==> src/rtl/hex_display_arbiter.sv <==
// Round-robin arbiter granting one of four requesters the eight-digit hex display.
// A holder keeps the display for at least HOLD_CYCLES+1 cycles under contention.
module hex_display_arbiter #(
    parameter int unsigned HOLD_CYCLES = 1000
) (
    input  logic         inClk,
    input  logic         inRstn,
    input  logic [3:0]   inReq,
    input  logic [127:0] inData,
    input  logic         inFreeze,
    output logic [3:0]   outGrant,
    output logic [31:0]  outValue,
    output logic         outBusy
);

    localparam int unsigned CNT_W = $clog2(HOLD_CYCLES + 1);
    localparam logic [CNT_W-1:0] HOLD_MAX = CNT_W'(HOLD_CYCLES);

    localparam logic [1:0] ST_IDLE   = 2'd0;
    localparam logic [1:0] ST_GRANT  = 2'd1;
    localparam logic [1:0] ST_SWITCH = 2'd2;

    logic [1:0]       r_state, r_state_d;
    logic [1:0]       r_last, r_last_d;
    logic [CNT_W-1:0] r_cnt, r_cnt_d;
    logic [3:0]       r_grant, r_grant_d;
    logic [31:0]      r_value, r_value_d;

    logic [1:0]  w_winner;
    logic        w_found;
    logic [31:0] w_win_slice;
    logic [31:0] w_gnt_slice;
    logic        w_req_held;
    logic        w_other;
    logic        w_sat;

    // Search starts just after the last winner, so the previous holder comes last.
    always_comb begin
        logic [1:0] idx;
        w_winner = r_last;
        w_found  = 1'b0;
        idx      = r_last;
        for (int i = 0; i < 4; i++) begin
            idx = idx + 2'd1;
            if (!w_found && inReq[idx]) begin
                w_winner = idx;
                w_found  = 1'b1;
            end
        end
    end

    assign w_win_slice = inData[{w_winner, 5'b0} +: 32];
    assign w_gnt_slice = inData[{r_last, 5'b0} +: 32];
    assign w_req_held  = |(inReq & r_grant);
    assign w_other     = |(inReq & ~r_grant);
    assign w_sat       = (r_cnt == HOLD_MAX);

    always_comb begin
        r_state_d = r_state;
        r_last_d  = r_last;
        r_cnt_d   = r_cnt;
        r_grant_d = r_grant;
        r_value_d = r_value;
        case (r_state)
            ST_IDLE, ST_SWITCH: begin
                if (w_found) begin
                    r_state_d = ST_GRANT;
                    r_grant_d = 4'b0001 << w_winner;
                    r_last_d  = w_winner;
                    r_cnt_d   = '0;
                    if (!inFreeze) begin
                        r_value_d = w_win_slice;
                    end
                end else begin
                    r_state_d = ST_IDLE;
                    r_grant_d = 4'b0000;
                end
            end
            ST_GRANT: begin
                r_cnt_d = w_sat ? r_cnt : r_cnt + 1'b1;
                if (!inFreeze) begin
                    r_value_d = w_gnt_slice;
                end
                // A dropped request leaves at once; otherwise only yield once the hold is served.
                if (!w_req_held || (w_sat && w_other)) begin
                    r_state_d = ST_SWITCH;
                    r_grant_d = 4'b0000;
                end
            end
            default: begin
                r_state_d = ST_IDLE;
                r_grant_d = 4'b0000;
            end
        endcase
    end

    always_ff @(posedge inClk or negedge inRstn) begin
        if (!inRstn) begin
            r_state <= ST_IDLE;
            r_last  <= 2'd3;
            r_cnt   <= '0;
            r_grant <= 4'b0000;
            r_value <= 32'h0;
        end else begin
            r_state <= r_state_d;
            r_last  <= r_last_d;
            r_cnt   <= r_cnt_d;
            r_grant <= r_grant_d;
            r_value <= r_value_d;
        end
    end

    assign outGrant = r_grant;
    assign outValue = r_value;
    assign outBusy  = (r_state != ST_IDLE);

endmodule

==> config.mk <==
export PLATFORM = sky130hd
export DESIGN_NAME = hex_display_arbiter
export DESIGN_NICKNAME = d
export VERILOG_FILES = /design/src/rtl/hex_display_arbiter.sv
export SDC_FILE = /design/constraint.sdc
export NUM_CORES = 1
export LEC_CHECK = 0
export ABC_AREA = 1
export BUFFER_PORTS_ARGS = -buffer_cell sky130_fd_sc_hd__buf_2
export CORE_MARGIN = 2
export CORE_UTILIZATION = 48
export CTS_CLUSTER_DIAMETER = 200
export CTS_CLUSTER_SIZE = 30
export DETAILED_ROUTE_END_ITERATION = 8
export PLACE_DENSITY_LB_ADDON = 0.1
export SYNTH_ARGS = -nofsm -noshare
export SYNTH_HDL_FRONTEND = slang
export SYNTH_SLANG_ARGS = --single-unit
export TNS_END_PERCENT = 20
==> constraint.sdc <==
create_clock -name inClk -period 2.5 [get_ports inClk]
set_input_delay 0.5 -clock inClk [delete_from_list [all_inputs] [get_ports inClk]]
set_output_delay 0.5 -clock inClk [all_outputs]
set_load 0.03 [all_outputs]
==> results of run 1 <==
layer usage:
metal,part of all wire,vias up
met1,0.41,2000
met5,0,-
met4,0.018,0
met2,0.50,157
li1,-,2077
met3,0.070,18
Yosys cell counts, types with 6 or more instances:
cell type  instances
buf_6              7
o21ai_0            6
nand3_2           23
nand3_1          152
inv_1             17
nand2_1          168
xor2_1             7
buf_2             11
dfrtp_1           48
buf_4              8
nand2_2           19
o31ai_1            6
final timing paths:
| kind | startpoint | endpoint | slack (ps) | cells past startpoint |
|---|---|---|---|---|
| worst max-delay path | r_last[0] | outValue[0] | 170 | 14 |
| worst min-delay path | inRstn | outValue[16] | 290 | 1 |
| worst max register to register | r_last[0] | outValue[0] | 170 | 14 |
| worst min register to register | outValue[21] | outValue[21] | 480 | 2 |
| max in group asynchronous | inRstn | outValue[24] | 1560 | 2 |
| min in group inClk | outValue[21] | outValue[21] | 480 | 2 |
through the flow:
| step | area, sq um | power (mW) | hold slack, ps | util | worst slack [ps] |
|---|---|---|---|---|---|
| final | 4720 | 7.95 | 286 | 0.614 | 167 |
| after global routing | 4720 | 8.71 | 366 | 0.614 | 8.58 |
| after CTS | 4710 | 7.97 | 322 | 0.612 | 138 |
| after detailed placement | 4610 | 7.43 | 460 | 0.600 | 167 |
| after global placement | 4610 | 7.29 | 458 | 0.600 | 201 |
| after floorplan | 3790 | 6.47 | 204 | - | 601 |
flip-flops by register name (all words and copies together) (netlist names):
register  count
outGrant      4
r_state       2
r_last        2
outValue     32
r_cnt        10
power groups by stage:
stage          Sequential (mW)  Clock, mW  Combinational [mW]
2_1_floorplan             1.92          0                4.55
3_3_place_gp              1.44          0                5.86
3_5_place_dp              1.43          0                6.00
4_1_cts                   1.42      0.527                6.02
5_1_grt                   1.47      0.569                6.68
6_report                  1.43      0.510                6.01
cell type report:
cell class                 count  area (sq um)  area share
antenna                        1          2.50    0.000530
clock buffer                   6          82.6      0.0175
clock inverter                 2          16.3     0.00345
inverter                      22          85.1      0.0180
multi-input combinational    419          2180       0.462
sequential                    50          1250       0.266
tap                          102           128      0.0270
timing repair buffer         183           971       0.206
cells by family (layout without fill, tap and decap cells):
family / Yosys count / in the layout / share of synthesized area
other: 0 / 1 / 0
AOI/OAI and AO/OA: 23 / 23 / 0.0390
buffers and inverters: 58 / 213 / 0.0967
adders and majority gates: 2 / 2 / 0.00660
xor gates and xnor gates: 7 / 7 / 0.0162
DFF: 50 / 50 / 0.331
and+or+nand+nor: 387 / 387 / 0.511
worst register-to-register path, cell delays in order, from the launching register on:
cell and delay [ps]:
dfstp_2 590, buf_4 180, nand2_2 60, nand2_2 100
nand2_2 90, nand2_4 110, inv_2 40, nand3_2 80
nand3_2 110, nand2_2 140, nand2_2 80, nand2_4 320
nand3_1 190, nand3_1 110, nand2_1 50
what timing repair did:
action / CTS / global route
resized for setup: 0 / 1
setup endpoints to repair: 0 / 2
endpoints found under the hold margin: 0 / 0
==> results.cfg, run 1 <==
[sta]
hold_viol_final = 0
period_share = 0.933
slew_headroom = 0.419
min_period_ps = 2330
worstMarginPinSlew_ps = 871
tns_ps = 0
fmax_mhz = 429
setup_violations = 0
slew_viol_final = 0
rsz0062_at_grt = no
fin_skew_ps = 8.96

[die]
die_h_um = 92.9
die_x_um = 92.9
rows = 32
dieArea_sq_um = 8620
initial_utilization = 0.493
ios = 172
core-area_sq_um = 7690

[drt]
vias_per_cell = 5.42
ant_nets = 0
route.final.wire_length_um = 11300
drt_iter0_drc = 133
num_vias = 4252
firstDrtPassIters = 4
drc = 0
routedWlPerCell_um = 14.4

[yosys]
yosysTopAreaCellShare = 0.317
syn-instance-count = 527
synth_cell_type_count = 38
syn_area_sq_um = 3790
avgSynthCellArea_sq_um = 7.19
synth-edff-count = 0
async_flop_share = 1.00
synth_top_area_cell = dfrtp_1
synth_seq_area_share = 0.331
ys_ff_latch = 50
ys_warn_count = 0
synth_nets = 664
yosys-top-cells-area = dfrtp_1, nand3_1, nand2_1, nand3_2, nand2_2
synth_flop_cell = dfrtp_1

[critical_path]
critPathCaptureType = register
arrival_ps = 2540
cp_max_fo = 32
cp_top_family = simple AND/OR/NAND/NOR gates
cp_slowest_cell = dfstp_2
max_stage_delay_ps = 590
cp_num_buf_inv = 2
path_class = reg2reg
critPathMostFrequentCell = nand2_2
start_kind = register
cp.required_ps = 2710
path_cells = buf_4 > nand2_2 > nand2_2 > nand2_2 > nand2_4 > inv_2 > nand3_2 > nand3_2 > nand2_2 > nand2_2 > nand2_4 > nand3_1 > nand3_1 > nand2_1

[clocking]
worstSkewPairLatency_ps = 310
clock-sinks = 50
clk_pin_slew_ps = 100
tritoncts.num_buffers = 5
cts_tree = built
cts_root_buffer = clkbuf_8
postCtsSetupRepairBufs = 0
clock_path_buffers = 2
postCtsHoldBufs = 0
h-tree-depth = 2

[layout]
final_nets = 818
final_cell_mix = buf_2, nand2_1, nand3_1
fillers = 765
layout-drive-gt1-share = 0.370
final_common_cell = buf_2
syn2layout_area_growth_pct = 24.5
final_cells = 785

[hold_path]
hp-class = in2async

[power_and_ir_drop]
combPwrFrac = 0.756
p_switching_mw = 4.65
ir_worst_vdd_mv = 1.01
power_density_nw_per_um2 = 1680
clockPowerShare = 0.064
intPower_mw = 3.30
p_seq_frac = 0.179
leakage_nw = 2.55
swShare = 0.585

[global_routing]
grt_pass1_wl_um = 17700
antenna_found_initial = 1
grt_remaining_overflow = 0
first_global_vias = 3726
grt_use_met2 = 0.434
gr-usage-met3 = 0.0374
grtUsageTotal = 0.254
grt_use_met1 = 0.332
grt-busiest-layer = met2
grt_max_degree = 65

[place]
portBuffers = 171
routabilityCongestion = 0.856
dpl.cell_count = 776
dp_hpwl_um = 8140

[flow_run]
drv_cap = 0

[run_status]
status = finished clean
No activity file was read; power rests on OpenSTA's default activity.
==> inputs of run 2 (changes only) <==
--- a/config.mk
+++ b/config.mk
@@ -5,10 +5,10 @@
 export SDC_FILE = /design/constraint.sdc
 export NUM_CORES = 1
 export LEC_CHECK = 0
-export ABC_AREA = 1
-export BUFFER_PORTS_ARGS = -buffer_cell sky130_fd_sc_hd__buf_2
+export ABC_AREA = 0
+export BUFFER_PORTS_ARGS = -buffer_cell sky130_fd_sc_hd__buf_4
 export CORE_MARGIN = 2
-export CORE_UTILIZATION = 48
+export CORE_UTILIZATION = 46
 export CTS_CLUSTER_DIAMETER = 200
 export CTS_CLUSTER_SIZE = 30
 export DETAILED_ROUTE_END_ITERATION = 8
==> run 2 against run 1 <==
Critical endpoint is now outValue[5]. Sequential share of layout area shrank 0.056 points. Register-to-register slack improved by 310 ps. Critical path depth shrank 8. Clock skew fell by 1.8 ps. Wire length shrank 18%.
==> results.cfg, run 2 <==
[clocking]
postCtsSetupRepairBufs = 0
postCtsHoldBufs = 0
tritoncts.num_buffers = 5
h-tree-depth = 2
clock-sinks = 50
post_cts_resize_count = 0
clock_path_buffers = 2
cts_tree = built
worstSkewPairLatency_ps = 300
cts_root_buffer = clkbuf_8
clk_pin_slew_ps = 90

[flow_run]
drv_cap = 0

[die]
initial_utilization = 0.479
die_h_um = 88.5
die_x_um = 88.5
dieArea_sq_um = 7840
core-area_sq_um = 6870
ios = 172
rows = 30

[sta]
worst_slack_ps = 473
worst_hold_slack_ps = 224
fmax_mhz = 493
worstMarginPinSlew_ps = 644
slew_viol_final = 0
period_share = 0.811
rsz0062_at_grt = no
slew_headroom = 0.571
fin_skew_ps = 7.15
min_period_ps = 2030
hold_viol_final = 0
tns_ps = 0
setup_violations = 0

[yosys]
synth_top_area_cell = dfrtp_1
async_flop_share = 1.00
synth_flop_cell = dfrtp_1
yosysTopAreaCellShare = 0.365
yosys-top-cells-area = dfrtp_1, mux2i_1, o221ai_2, nand2_1, buf_12
ys_ff_latch = 50
syn-instance-count = 291
synth_common_cells = mux2i_1, dfrtp_1, nand2_1
syn_area_sq_um = 3290
synth_cell_type_count = 45
yosysMostFrequentCell = mux2i_1
synth-edff-count = 0
synth_nets = 428
synth_seq_area_share = 0.381
ys_warn_count = 0
avgSynthCellArea_sq_um = 11.3

[hold_path]
hp-class = in2async

[critical_path]
cp.required_ps = 2680
start_kind = register
path_class = reg2reg
cp_max_fo = 29
critPathCaptureType = register
startpoint = r_last[1]
timing.rr.start = r_last[1]
arrival_ps = 2210

[place]
dp_hpwl_um = 7030
routabilityCongestion = 0.843
portBuffers = 171
dp_slack_ps = 335
place_area_sq_um = 4650

[global_routing]
grt_max_degree = 51
antenna_found_initial = 0
grt_pass1_wl_um = 13600
first_global_vias = 2881
grtUsageTotal = 0.225
grt_remaining_overflow = 0

[layout]
final_nets = 598
final_common_cell = buf_4
largest_reg_flops = 32
fin_area_sq_um = 4730
layout-drive-gt1-share = 0.500
final_cell_mix = buf_4, mux2i_1, dfrtp_1
multi_input_area_sq_um = 1830
seq_area_sq_um = 1250
syn2layout_area_growth_pct = 43.9
fillers = 542
diodes = 0

[run_status]
status = finished clean

[drt]
routedWlPerCell_um = 16.6
vias_per_cell = 5.38
ant_nets = 0
num_vias = 2990
route.final.wire_length_um = 9240
drc = 0
drt_iter0_drc = 122
firstDrtPassIters = 4

[power_and_ir_drop]
power_density_nw_per_um2 = 1230
ir_worst_vdd_mv = 0.832
leakage_nw = 2.29
==> run 2: per-layer routing <==
layer | vias to the layer above | GRT usage | wire length [um]
met1 | 1442 | 0.278 | 3850
met3 | 9 | 0.0448 | 580
li1 | 1435 | - | -
met5 | - | 0 | 0
met4 | 0 | 0.0468 | 116
met2 | 104 | 0.407 | 4690
==> run 2: where the power goes <==
part           internal (mW)  total (mW)  leakage, nW  switching (mW)
combinational           1.73        3.95         1.62            2.22
clock                  0.214       0.465       0.0431           0.251
sequential              1.17        1.41        0.626           0.242
==> run 2: worst paths after layout <==
| check | endpoint | slack (ps) | depth (start not counted) |
|---|---|---|---|
| setup / recovery | outValue[5] | 470 | 6 |
| hold / removal | outGrant[1] | 220 | 1 |
| setup reg to reg | outValue[5] | 470 | 6 |
| hold reg to reg | outValue[23] | 490 | 2 |
| max in group asynchronous | r_cnt[6] | 1850 | 1 |
| min in group inClk | outValue[23] | 490 | 2 |
==> run 2: kinds of logic (layout without fill, tap and decap cells) <==
kind of cell,after synthesis,after routing,share of synthesized area
compound gates,64,64,0.222
xor+xnor,8,8,0.0213
fa+ha+maj,2,2,0.00761
buf+inv,27,196,0.0693
flops,50,50,0.381
mux,64,64,0.195
simple gates,76,76,0.103
==> run 2: stage by stage <==
stage               instances  utilization  power, mW
finish                    556        0.689       5.83
global placement          550        0.677       5.32
detailed placement        550        0.677       5.41
floorplan                 291            -       4.46
CTS                       556        0.689       5.88
global route              556        0.689       6.18
==> run 2: layout make-up <==
type                    instances  share of cell area
inverters                       9             0.00714
clock buffers                   6              0.0175
well taps                      96              0.0254
repair buffers                181               0.298
flip-flops and latches         50               0.265
multi-input cells             214               0.387
==> run 2: critical path: stages, from the launching register on <==
cell      delay [ps]
dfstp_2          640
inv_2             80
a211o_1          310
o311ai_4         150
buf_12           280
mux2i_1          310
o221ai_2         120
